===== src/rtl/alu_ctrl_seq.sv =====
// Sequencing controller for the 32-bit MIPS ALU: decodes ALUOp/funct, runs one or two ALU passes, returns the result.
// Optional macro ALU_CTRL_OVF_EN adds the registered rsp_ovf output.
module alu_ctrl_seq #(
  parameter logic [31:0] ERR_RES = 32'h0000_0000
) (
  input  logic        clk,
  input  logic        rst_n,
  input  logic        req_valid,
  output logic        req_ready,
  input  logic [1:0]  req_aluop,
  input  logic [5:0]  req_funct,
  input  logic [63:0] req_a,
  input  logic [63:0] req_b,
  output logic [31:0] alu_a,
  output logic [31:0] alu_b,
  output logic [1:0]  alu_op,
  output logic        alu_bin,
  output logic        alu_cin,
  input  logic [31:0] alu_res,
  input  logic        alu_cout,
  output logic        rsp_valid,
  input  logic        rsp_ready,
  output logic [31:0] rsp_res,
  output logic [31:0] rsp_res_hi,
  output logic        rsp_zero,
  output logic        rsp_err
`ifdef ALU_CTRL_OVF_EN
  ,
  output logic        rsp_ovf
`endif
);

  typedef enum logic [1:0] {
    S_IDLE,
    S_EXEC_LO,
    S_EXEC_HI,
    S_RESP
  } state_e;

  typedef enum logic [2:0] {
    K_ADD,
    K_SUB,
    K_AND,
    K_OR,
    K_SLT,
    K_DADD,
    K_DSUB,
    K_ILL
  } kind_e;

  localparam logic [5:0] FN_ADD = 6'b100000;
  localparam logic [5:0] FN_SUB = 6'b100010;
  localparam logic [5:0] FN_AND = 6'b100100;
  localparam logic [5:0] FN_OR  = 6'b100101;
  localparam logic [5:0] FN_SLT = 6'b101010;

  localparam logic [1:0] OP_AND = 2'b00;
  localparam logic [1:0] OP_OR  = 2'b01;
  localparam logic [1:0] OP_ADD = 2'b10;

  function automatic kind_e decode_kind(input logic [1:0] aluop, input logic [5:0] funct);
    kind_e k;
    k = K_ILL;
    case (aluop)
      2'b00: k = K_ADD;
      2'b01: k = K_SUB;
      2'b10: begin
        case (funct)
          FN_ADD:  k = K_ADD;
          FN_SUB:  k = K_SUB;
          FN_AND:  k = K_AND;
          FN_OR:   k = K_OR;
          FN_SLT:  k = K_SLT;
          default: k = K_ILL;
        endcase
      end
      default: begin
        case (funct)
          FN_ADD:  k = K_DADD;
          FN_SUB:  k = K_DSUB;
          default: k = K_ILL;
        endcase
      end
    endcase
    return k;
  endfunction

  state_e      state_q, state_d;
  kind_e       kind_q, kind_d;
  kind_e       req_kind;
  logic [63:0] a_q, a_d;
  logic [63:0] b_q, b_d;
  logic        carry_q, carry_d;
  logic [31:0] rsp_res_q, rsp_res_d;
  logic [31:0] rsp_res_hi_q, rsp_res_hi_d;
  logic        rsp_zero_q, rsp_zero_d;
  logic        rsp_err_q, rsp_err_d;
`ifdef ALU_CTRL_OVF_EN
  logic        rsp_ovf_q, rsp_ovf_d;
`endif

  logic [1:0]  ctl_op;
  logic        ctl_bin;
  logic        ctl_cin;
  logic        is_wide;
  logic        is_slt;
  logic        is_arith;
  logic        pass_ovf;
  logic [31:0] lo_value;

  assign req_kind = decode_kind(req_aluop, req_funct);

  // Control encoding for the latched operation; SLT reuses the subtract controls.
  always_comb begin
    ctl_op   = OP_AND;
    ctl_bin  = 1'b0;
    ctl_cin  = 1'b0;
    is_wide  = 1'b0;
    is_slt   = 1'b0;
    is_arith = 1'b0;
    case (kind_q)
      K_ADD: begin
        ctl_op   = OP_ADD;
        is_arith = 1'b1;
      end
      K_SUB: begin
        ctl_op   = OP_ADD;
        ctl_bin  = 1'b1;
        ctl_cin  = 1'b1;
        is_arith = 1'b1;
      end
      K_AND: ctl_op = OP_AND;
      K_OR:  ctl_op = OP_OR;
      K_SLT: begin
        ctl_op   = OP_ADD;
        ctl_bin  = 1'b1;
        ctl_cin  = 1'b1;
        is_slt   = 1'b1;
        is_arith = 1'b1;
      end
      K_DADD: begin
        ctl_op   = OP_ADD;
        is_wide  = 1'b1;
        is_arith = 1'b1;
      end
      K_DSUB: begin
        ctl_op   = OP_ADD;
        ctl_bin  = 1'b1;
        ctl_cin  = 1'b1;
        is_wide  = 1'b1;
        is_arith = 1'b1;
      end
      default: begin
        ctl_op = OP_AND;
      end
    endcase
  end

  // ALU drive: low words then high words; everything parked at zero outside the execute states.
  always_comb begin
    alu_a   = 32'h0;
    alu_b   = 32'h0;
    alu_op  = OP_AND;
    alu_bin = 1'b0;
    alu_cin = 1'b0;
    case (state_q)
      S_EXEC_LO: begin
        alu_a   = a_q[31:0];
        alu_b   = b_q[31:0];
        alu_op  = ctl_op;
        alu_bin = ctl_bin;
        alu_cin = ctl_cin;
      end
      S_EXEC_HI: begin
        alu_a   = a_q[63:32];
        alu_b   = b_q[63:32];
        alu_op  = ctl_op;
        alu_bin = ctl_bin;
        alu_cin = carry_q;
      end
      default: begin
        alu_a = 32'h0;
      end
    endcase
  end

  // Signed overflow of the current pass, with B taken after the Binvert stage.
  assign pass_ovf = is_arith && (alu_a[31] == (alu_b[31] ^ alu_bin)) && (alu_res[31] != alu_a[31]);
  assign lo_value = is_slt ? {31'b0, alu_res[31] ^ pass_ovf} : alu_res;

  always_comb begin
    state_d      = state_q;
    kind_d       = kind_q;
    a_d          = a_q;
    b_d          = b_q;
    carry_d      = carry_q;
    rsp_res_d    = rsp_res_q;
    rsp_res_hi_d = rsp_res_hi_q;
    rsp_zero_d   = rsp_zero_q;
    rsp_err_d    = rsp_err_q;
`ifdef ALU_CTRL_OVF_EN
    rsp_ovf_d    = rsp_ovf_q;
`endif
    case (state_q)
      S_IDLE: begin
        if (req_valid) begin
          kind_d  = req_kind;
          a_d     = req_a;
          b_d     = req_b;
          carry_d = 1'b0;
          if (req_kind == K_ILL) begin
            state_d      = S_RESP;
            rsp_res_d    = ERR_RES;
            rsp_res_hi_d = ERR_RES;
            rsp_zero_d   = (ERR_RES == 32'h0);
            rsp_err_d    = 1'b1;
`ifdef ALU_CTRL_OVF_EN
            rsp_ovf_d    = 1'b0;
`endif
          end else begin
            state_d   = S_EXEC_LO;
            rsp_err_d = 1'b0;
          end
        end
      end
      S_EXEC_LO: begin
        rsp_res_d    = lo_value;
        rsp_res_hi_d = 32'h0;
        rsp_zero_d   = (lo_value == 32'h0);
        carry_d      = alu_cout;
`ifdef ALU_CTRL_OVF_EN
        rsp_ovf_d    = pass_ovf;
`endif
        state_d      = is_wide ? S_EXEC_HI : S_RESP;
      end
      S_EXEC_HI: begin
        rsp_res_hi_d = alu_res;
        rsp_zero_d   = (alu_res == 32'h0) && (rsp_res_q == 32'h0);
`ifdef ALU_CTRL_OVF_EN
        rsp_ovf_d    = pass_ovf;
`endif
        state_d      = S_RESP;
      end
      S_RESP: begin
        if (rsp_ready) begin
          state_d = S_IDLE;
        end
      end
      default: begin
        state_d = S_IDLE;
      end
    endcase
  end

  always_ff @(posedge clk or negedge rst_n) begin
    if (!rst_n) begin
      state_q      <= S_IDLE;
      kind_q       <= K_ADD;
      a_q          <= 64'h0;
      b_q          <= 64'h0;
      carry_q      <= 1'b0;
      rsp_res_q    <= 32'h0;
      rsp_res_hi_q <= 32'h0;
      rsp_zero_q   <= 1'b0;
      rsp_err_q    <= 1'b0;
`ifdef ALU_CTRL_OVF_EN
      rsp_ovf_q    <= 1'b0;
`endif
    end else begin
      state_q      <= state_d;
      kind_q       <= kind_d;
      a_q          <= a_d;
      b_q          <= b_d;
      carry_q      <= carry_d;
      rsp_res_q    <= rsp_res_d;
      rsp_res_hi_q <= rsp_res_hi_d;
      rsp_zero_q   <= rsp_zero_d;
      rsp_err_q    <= rsp_err_d;
`ifdef ALU_CTRL_OVF_EN
      rsp_ovf_q    <= rsp_ovf_d;
`endif
    end
  end

  assign req_ready  = (state_q == S_IDLE);
  assign rsp_valid  = (state_q == S_RESP);
  assign rsp_res    = rsp_res_q;
  assign rsp_res_hi = rsp_res_hi_q;
  assign rsp_zero   = rsp_zero_q;
  assign rsp_err    = rsp_err_q;
`ifdef ALU_CTRL_OVF_EN
  assign rsp_ovf    = rsp_ovf_q;
`endif

endmodule


===== config.mk =====
export PLATFORM = sky130hd
export DESIGN_NAME = alu_ctrl_seq
export DESIGN_NICKNAME = d
export VERILOG_FILES = /design/src/rtl/alu_ctrl_seq.sv
export SDC_FILE = /design/constraint.sdc
export NUM_CORES = 1
export LEC_CHECK = 0
export CORE_MARGIN = 2
export CORE_UTILIZATION = 40
export CTS_CLUSTER_SIZE = 28
export DETAILED_ROUTE_END_ITERATION = 7
export PLACE_DENSITY = 0.71
export SLEW_MARGIN = 20
export SYNTH_ARGS = -nofsm -noshare
export SYNTH_HDL_FRONTEND = slang
export SYNTH_SLANG_ARGS = --single-unit

===== constraint.sdc =====
create_clock -name clk -period 2.6 [get_ports clk]
set_clock_uncertainty 0.15 [all_clocks]
set_input_delay 0.52 -clock clk [delete_from_list [all_inputs] [get_ports clk]]
set_output_delay 0.52 -clock clk [all_outputs]
set_load 0.01 [all_outputs]

After elaboration in Yosys (flattened, before gate mapping)
Cells that the tools add are included.

Bits in read-only memories: 0. Output and inout bits: 136. Bits in writable memories: 0. Latch bits: 0. Register bits after elaboration: 200. Memories kept: 0.

Div/mod/pow operators: 0. Mux-type cells: 29. Magnitude comparators: 0. Multiply operators: 0. Bitwise gates (word level): 2. Equal/unequal tests: 21. $add $sub $neg: 0. Shifts and indexed selects: 0. Reduce and logical (&&, ||, !) cells: 20.

Operator list (count): $pmux W32 S2 (3); $logic_not A32 Y1 (3); $mux W32 (3); $pmux W32 S3 (1); $eq A6 B6 Y1 const B (5); $pmux W3 S5 (1); $eq A3 B3 Y1 const B (4); $mux W1 (10); $pmux W3 S3 (1); $mux W2 (4); $pmux W2 S2 (2); $pmux W2 S4 (1); $eq A2 B2 Y1 const B (3); $reduce_and A2 Y1 (3); $reduce_and A3 Y1 (2); $reduce_or A5 Y1 (1); $eq A2 B1 Y1 const B (2); $logic_not A2 Y1 (2); $ne A2 B1 Y1 const B (2); $pmux W1 S2 (2); $reduce_or A2 Y1 (2); $eq A3 B1 Y1 const B (1); $eq A3 B2 Y1 const B (1); $logic_and A1 B1 Y1 (3); other kinds (9) (10).

Depth between registers and ports, before layout
Gate-level depths: netlist of run 1.

Word-level depth: 12. Mapped depth: 10. Depth with buffers taken out: 7.

Worst setup path before layout of run 1
No wires, ideal clock.

Kind: flip-flop to output port. Start point: register state_q[0]. End point: output alu_a[0]. Path slack: 0.188 ns. Required time: 1.930 ns. Cell stages (with the launch flop): 8. Arrival: 1.742 ns. Cell sequence: dfrtp_1 > inv_1 > ha_1 > clkbuf_1 > and2_1 > clkbuf_1 > clkbuf_1 > a22o_1.

Word-level cells in the longest chain between the ends: 2. Elaborated cells between the ends (all ways): 3.

RTL lines: start: declaration (RTL line 88) `state_e state_q, state_d;`; start signal: assignment (RTL line 270) `state_q <= state_d;`; $eq A2 B2 Y1 / $eq A2 B1 Y1 (equally long branches) (RTL line 166) `case (state_q)`; $pmux W32 S2 * (RTL line 166); end: declaration (RTL line 14) `output logic [31:0] alu_a,`.

Mark *: on every way between the ends. The rest lies on a longest branch, timed or not.

Final worst setup path of run 1
Start point: register state_q[0]. End point: output alu_b[21].

Word-level cells in the longest chain between the ends: 2. Elaborated cells between the ends (all ways): 3.

RTL lines: $eq A2 B2 Y1 / $eq A2 B1 Y1 (equally long branches) (RTL line 166); $pmux W32 S2 * (RTL line 166); end: declaration (RTL line 15) `output logic [31:0] alu_b,`.

Marked as above.

==> results.tsv, run 1 <==
metric	value	unit
ys_seq_elements	200	
powerDensity	1180	nW/um^2
failed_checks	negative setup slack	
area_delta_synth_final	46.4	%
synth-main-ff-cell	dfrtp_1	
finalSetupTns	-0.563	ns
synth_mux_area_share	16.0	%
drive_above_1_share	33.9	%
placeableCoreArea	22600	um^2
ys_warn_count	0	
fp.dieW	155	um
vias	7253	
grt_pass1_wl	41700	um
syn_area_per_cell	12.3	um^2
r2r-start	state_q[0]$_DFFE_PN0P_	
cts.sinks	200	
dp_cells	1335	
io_pins	309	
outcome	complete, but fails checks	
endpoint_kind	output port	
stdcell_area	13400	um^2
seq_area_frac_synth	54.6	%
synthDistinctLibCells	64	
die_height	155	um
antenna_found_initial	1	
worstMarginPinSlew	0.591	ns
hold_path.class	flip-flop to flip-flop	
multi_input_area	3760	um^2
setup_viol	36	
critPathLaunch	state_q[0]$_DFFE_PN0P_	
first_pass_iters	4	
leakage	5.72	nW
io_buffers	308	
regArea	5000	um^2
synth-simple-area-share	9.71	%
crit_path_max_fanout	9	
worstSetupPathDepth	7	
r2r-end	rsp_zero$_DFFE_PN0P_	
syn_area	9170	um^2
cp_top_family	buffers and inverters	
clockRootBuffer	clkbuf_16	
crit_slowest_cell	dfrtp_1	
cp.arrival	1.97	ns
finalNonFillerCells	1377	
clkLatencyLatePin	0.43	ns
htree_levels	4	
hold_viol_final	0	
synth-xor-area-share	0.0956	%
synth_edf_count	0	
max_freq	379	MHz
layout_common_cells	239 x clkdlybuf4s50_1, 200 x dfrtp_1, 128 x mux2_2	
syn_inst	748	
whs	0.335	ns
clk_path_buf_depth	2	
r2r_cells	10	
wirelength	27000	um
required	1.93	ns
place.gp.congestion	0.811	
critPathCapture	alu_b[21]	
max_stage_delay	0.40	ns
period_needed	2.64	ns
cap_violations	0	
drt-vias-per-instance	5.27	
crit_type	flip-flop to output port	
fin_util	59.4	%
clkTransAtPathRegs	0.07	ns
peakVddDrop	0.538	mV
crit_buf_inv	4	
rsz0062_at_grt	true	
dieArea	24100	um^2
final_nets	1255	
hpwl	19400	um
synth.net_count	925	
overflow	0	
routedWlPerCell	19.6	um
min_period_over_period	102	%
track_usage	22.5	%
synth_adder_area_share	0.546	%
grt_max_degree	73	
critical_path.cell_chain	inv_2 > ha_4 > and2_4 > buf_12 > buf_16 > a22o_1 > buf_2	
cp-start-kind	flip-flop	
ys_async_sr_fraction	100	%
setup_slack	-0.0409	ns
cts_buffers	17	
ant_nets	0	
mostFrequentLayoutCell	clkdlybuf4s50_1	
r2r_setup_slack	0.17	ns
num_rows	55	
drv_slew	0	
synth_top_family_by_area	multiplexers	
drc	0	
tritoncts	built	
start_util	40.6	%
n_fill_cell	1878	
dpl_cell_area	12800	um^2
grt_pass1_vias	7442	
drt_iter0_drc	350	
maxSlewHeadroom	60.2	%
synth-compound-area-share	13.7	%
[cell usage after synthesis, drive strengths merged (2+ instances only)]
cell,number,area (um^2)
o21ai,68,460
o311ai,2,17.5
o32a,2,21.3
mux2,129,1460
a22o,64,561
nand2,77,369
ha,4,50.1
nor4b,2,32.5
o31ai,4,43.8
buf,26,215
nor2,10,37.5
or3b,2,17.5
nor2b,2,12.5
a22oi,2,15.0
dfrtp,200,5000
a21oi,4,20.0
o211ai,3,27.5
or2b,2,17.5
nor4,15,93.8
a211oi,2,20.0
clkbuf,26,123
nand3,32,160
nand4,5,31.3
a21o,2,15.0
inv,38,143
and2,5,32.5
nor3,3,15.0
[area by class of cell]
class / count / area share [%]
antenna: 1 / 0.0187
clock buffer: 18 / 3.20
clock inverter: 14 / 1.16
inverter: 38 / 1.06
multi-input combinational: 457 / 28.0
sequential: 200 / 37.3
tap: 285 / 2.66
timing repair buffer: 364 / 26.6
[registers in the layout, summed over array words and instances (netlist names)]
register,count
rsp_err,1
a_q,64
kind_q,3
rsp_res_hi,32
b_q,64
rsp_zero,1
state_q,2
rsp_res,32
carry_q,1
[stage by stage]
stage                     power (mW)  setup WS [ns]
after detailed placement        13.2        -0.0621
after CTS                       15.9         -0.195
after global routing            16.8         -0.102
final                           15.8        -0.0409
after floorplan                 9.70          0.188
after global placement          13.0        -0.0440
[how the worst min path moves through the flow]
stage | cells after the start | endpoint | startpoint
after floorplan | 0 | a_q[0]$_DFFE_PN0P_ | rst_n
after detailed placement | 2 | rsp_res_hi[26]$_DFFE_PN0P_ | rsp_res_hi[26]$_DFFE_PN0P_
after global placement | 2 | rsp_res_hi[12]$_DFFE_PN0P_ | rsp_res_hi[12]$_DFFE_PN0P_
final | 2 | rsp_res_hi[26]$_DFFE_PN0P_ | rsp_res_hi[26]$_DFFE_PN0P_
after CTS | 2 | rsp_res_hi[26]$_DFFE_PN0P_ | rsp_res_hi[26]$_DFFE_PN0P_
after global routing | 2 | rsp_res_hi[24]$_DFFE_PN0P_ | rsp_res_hi[24]$_DFFE_PN0P_
[tightest hold or removal path, delay by kind of cell, from the launching register on]
kind	cells	cell delay, ns
flops	1	0.36
simple gates	1	0.05
compound gates	1	0.05
[layer usage]
metal,track usage [%],vias up,wire length [um]
li1,-,3349,-
met1,27.1,3632,10500
met2,38.5,256,13400
met3,8.97,16,2760
met4,4.46,0,278
met5,0,-,0
[timing repair]
item,4_1_cts,5_1_grt
gates resized for setup,288,18
buffers inserted,3,2
endpoints found under the hold margin,42,0
setup endpoints to repair,68,67
gates cloned,5,1
hold buffers,1,0
pin swaps,8,25
[logic make-up after synthesis]
| kind of cell | after synthesis |
|---|---|
| fa+ha+maj | 4 |
| xor+xnor | 1 |
| mux | 130 |
| compound gates | 159 |
| buf+inv | 91 |
| simple gates | 163 |
| flops | 200 |
[report_power, final]
part	switching, mW	internal, mW
Sequential	0.870	4.52
Combinational	3.63	4.13
Clock	1.32	1.29
Total	5.82	9.94
Note: power is estimated with default switching activity, not from simulation.
==> run 2, diff against run 1 <==
- CORE_UTILIZATION: 40 -> 39
- PLACE_DENSITY: 0.71 -> 0.69
==> results.tsv, run 2 (synthesis gave the netlist of run 1 again) <==
metric	value	unit	change
track_usage	23.0	%	was 22.5%
setup_slack	-0.124	ns	was -0.0409 ns
clockRootBuffer	clkbuf_16		unchanged
hold_path.class	flip-flop to flip-flop		unchanged
area_delta_synth_final	51.0	%	was 46.4%
r2r_setup_slack	0.12	ns	was 0.17 ns
min_period_over_period	105	%	was 102%
ant_nets	0		unchanged
drc	0		unchanged
hpwl	20000	um	was 19400 um
htree_levels	4		unchanged
clk_path_buf_depth	2		unchanged
top_regs	a_q: 64 flops, b_q: 64 flops		unchanged
peakVddDrop	0.570	mV	was 0.538 mV
clkTransAtPathRegs	0.08	ns	was 0.07 ns
vias	7306		was 7253
wirelength	28000	um	was 27000 um
outcome	complete, but fails checks		unchanged
io_pins	309		unchanged
crit_path_max_fanout	5		was 9
cp-start-kind	flip-flop		unchanged
hp-start	rsp_res_hi[30]$_DFFE_PN0P_		was rsp_res_hi[26]$_DFFE_PN0P_
critPathCapture	alu_b[21]		unchanged
clkLatencyLatePin	0.43	ns	about the same
tritoncts	built		unchanged
period_needed	2.72	ns	was 2.64 ns
layout_common_cells	239 x clkdlybuf4s50_1, 200 x dfrtp_1, 128 x mux2_2		unchanged
start_util	39.4	%	was 40.6%
grt_pass1_wl	42900	um	was 41700 um
io_buffers	308		unchanged
fp.dieW	157	um	was 155 um
drive_above_1_share	35.8	%	was 33.9%
place.gp.congestion	0.811		about the same
cap_violations	0		unchanged
critPathLaunch	state_q[0]$_DFFE_PN0P_		unchanged
required	1.93	ns	about the same
crit_type	flip-flop to output port		unchanged
endpoint_kind	output port		unchanged
die_height	157	um	was 155 um
finalSetupTns	-2.77	ns	was -0.563 ns
r2r-start	state_q[0]$_DFFE_PN0P_		unchanged
overflow	0		unchanged
worstMarginPinSlew	0.588	ns	was 0.591 ns
max_freq	367	MHz	was 379 MHz
r2r-end	rsp_res[0]$_DFFE_PN0P_		was rsp_zero$_DFFE_PN0P_
cts.sinks	200		unchanged
routedWlPerCell	19.6	um	about the same
placeableCoreArea	23300	um^2	was 22600 um^2
setup_viol	53		was 36
first_pass_iters	4		unchanged
final_nets	1271		was 1255
fin_util	59.5	%	was 59.4%
mostFrequentLayoutCell	clkdlybuf4s50_1		unchanged
power	16.6	mW	was 15.8 mW
r2r_cells	11		was 10
cts_buffers	17		unchanged
grt_max_degree	101		was 73
rsz0062_at_grt	true		unchanged
num_rows	56		was 55
grt_pass1_vias	7585		was 7442
dieArea	24700	um^2	was 24100 um^2
drt-vias-per-instance	5.11		was 5.27
whs	0.335	ns	about the same
maxSlewHeadroom	60.8	%	was 60.2%
antenna_found_initial	4		was 1
failed_checks	negative setup slack		unchanged
powerDensity	1200	nW/um^2	was 1180 nW/um^2
drv_slew	0		unchanged
leakage	5.90	nW	was 5.72 nW
hold_viol_final	0		unchanged
cp.arrival	2.05	ns	was 1.97 ns
drt_iter0_drc	356		was 350
[run 2: changes by cell type in the layout (fill, tap and decap cells not counted), sizes merged]
cell	change
buf	+19
clkbuf	-2
clkdlybuf4s15	-2
clkinv	+2
diode	+2
bufbuf	-1
bufinv	+1
clkinvlp	-1
dlygate4sd2	+1
inv	-1
[run 2: critical path, stage by stage, from the launching register on]
cell and delay, ns:
dfrtp_1 0.40, buf_4 0.15, ha_2 0.18, and2_4 0.19, buf_6 0.14, buf_12 0.13
buf_6 0.11, a22o_1 0.19, buf_2 0.13
[run 2: where the power goes]
| group | total, mW | switching, mW | internal (mW) | leakage [nW] |
|---|---|---|---|---|
| combinational | 8.37 | 3.83 | 4.54 | 3.12 |
| clock | 2.82 | 1.40 | 1.42 | 0.310 |
| sequential | 5.40 | 0.882 | 4.52 | 2.47 |
| total | 16.6 | 6.11 | 10.5 | 5.90 |
[run 2: timing repair]
item	CTS	global route
hold buffers	1	0
buffers inserted	13	5
pin swaps	28	13
cloned	8	0
hold endpoints to repair	50	0
gates resized for setup	332	27
endpoints found under the setup margin	68	67
[run 2: final cells by class]
class | instances | area [um^2]
clock buffer | 17 | 425
timing repair buffer | 380 | 3850
fill | 1963 | 9420
sequential | 200 | 5000
multi-input combinational | 457 | 3790
inverter | 38 | 146
antenna | 3 | 7.51
clock inverter | 15 | 215
tap | 319 | 399
[run 2: per-stage QoR]
step	instances	cell area (um^2)	setup WS, ns
finish	1429	13800	-0.124
global route	1428	13800	-0.200
CTS	1426	13800	-0.150
detailed placement	1372	12800	-0.131
global placement	1372	12800	-0.0467
floorplan	748	9170	0.188
[run 2: routing by layer]
| layer | up-vias | global-route usage (%) | share of wire (%) |
|---|---|---|---|
| met3 | 24 | 8.48 | 9.9 |
| met2 | 257 | 39.4 | 50 |
| li1 | 3395 | - | - |
| met4 | 0 | 6.62 | 1.2 |
| met5 | - | 0 | 0 |
| met1 | 3630 | 27.0 | 39 |
[run 2: worst min-delay path by stage]
stage	to	slack, ns	cells after the start
after floorplan	a_q[0]$_DFFE_PN0P_	0.07	0
after global placement	rsp_res_hi[30]$_DFFE_PN0P_	0.31	2
after detailed placement	rsp_res_hi[30]$_DFFE_PN0P_	0.32	2
after CTS	rsp_res_hi[30]$_DFFE_PN0P_	0.34	2
after global routing	rsp_res_hi[27]$_DFFE_PN0P_	0.36	2
final	rsp_res_hi[30]$_DFFE_PN0P_	0.34	2
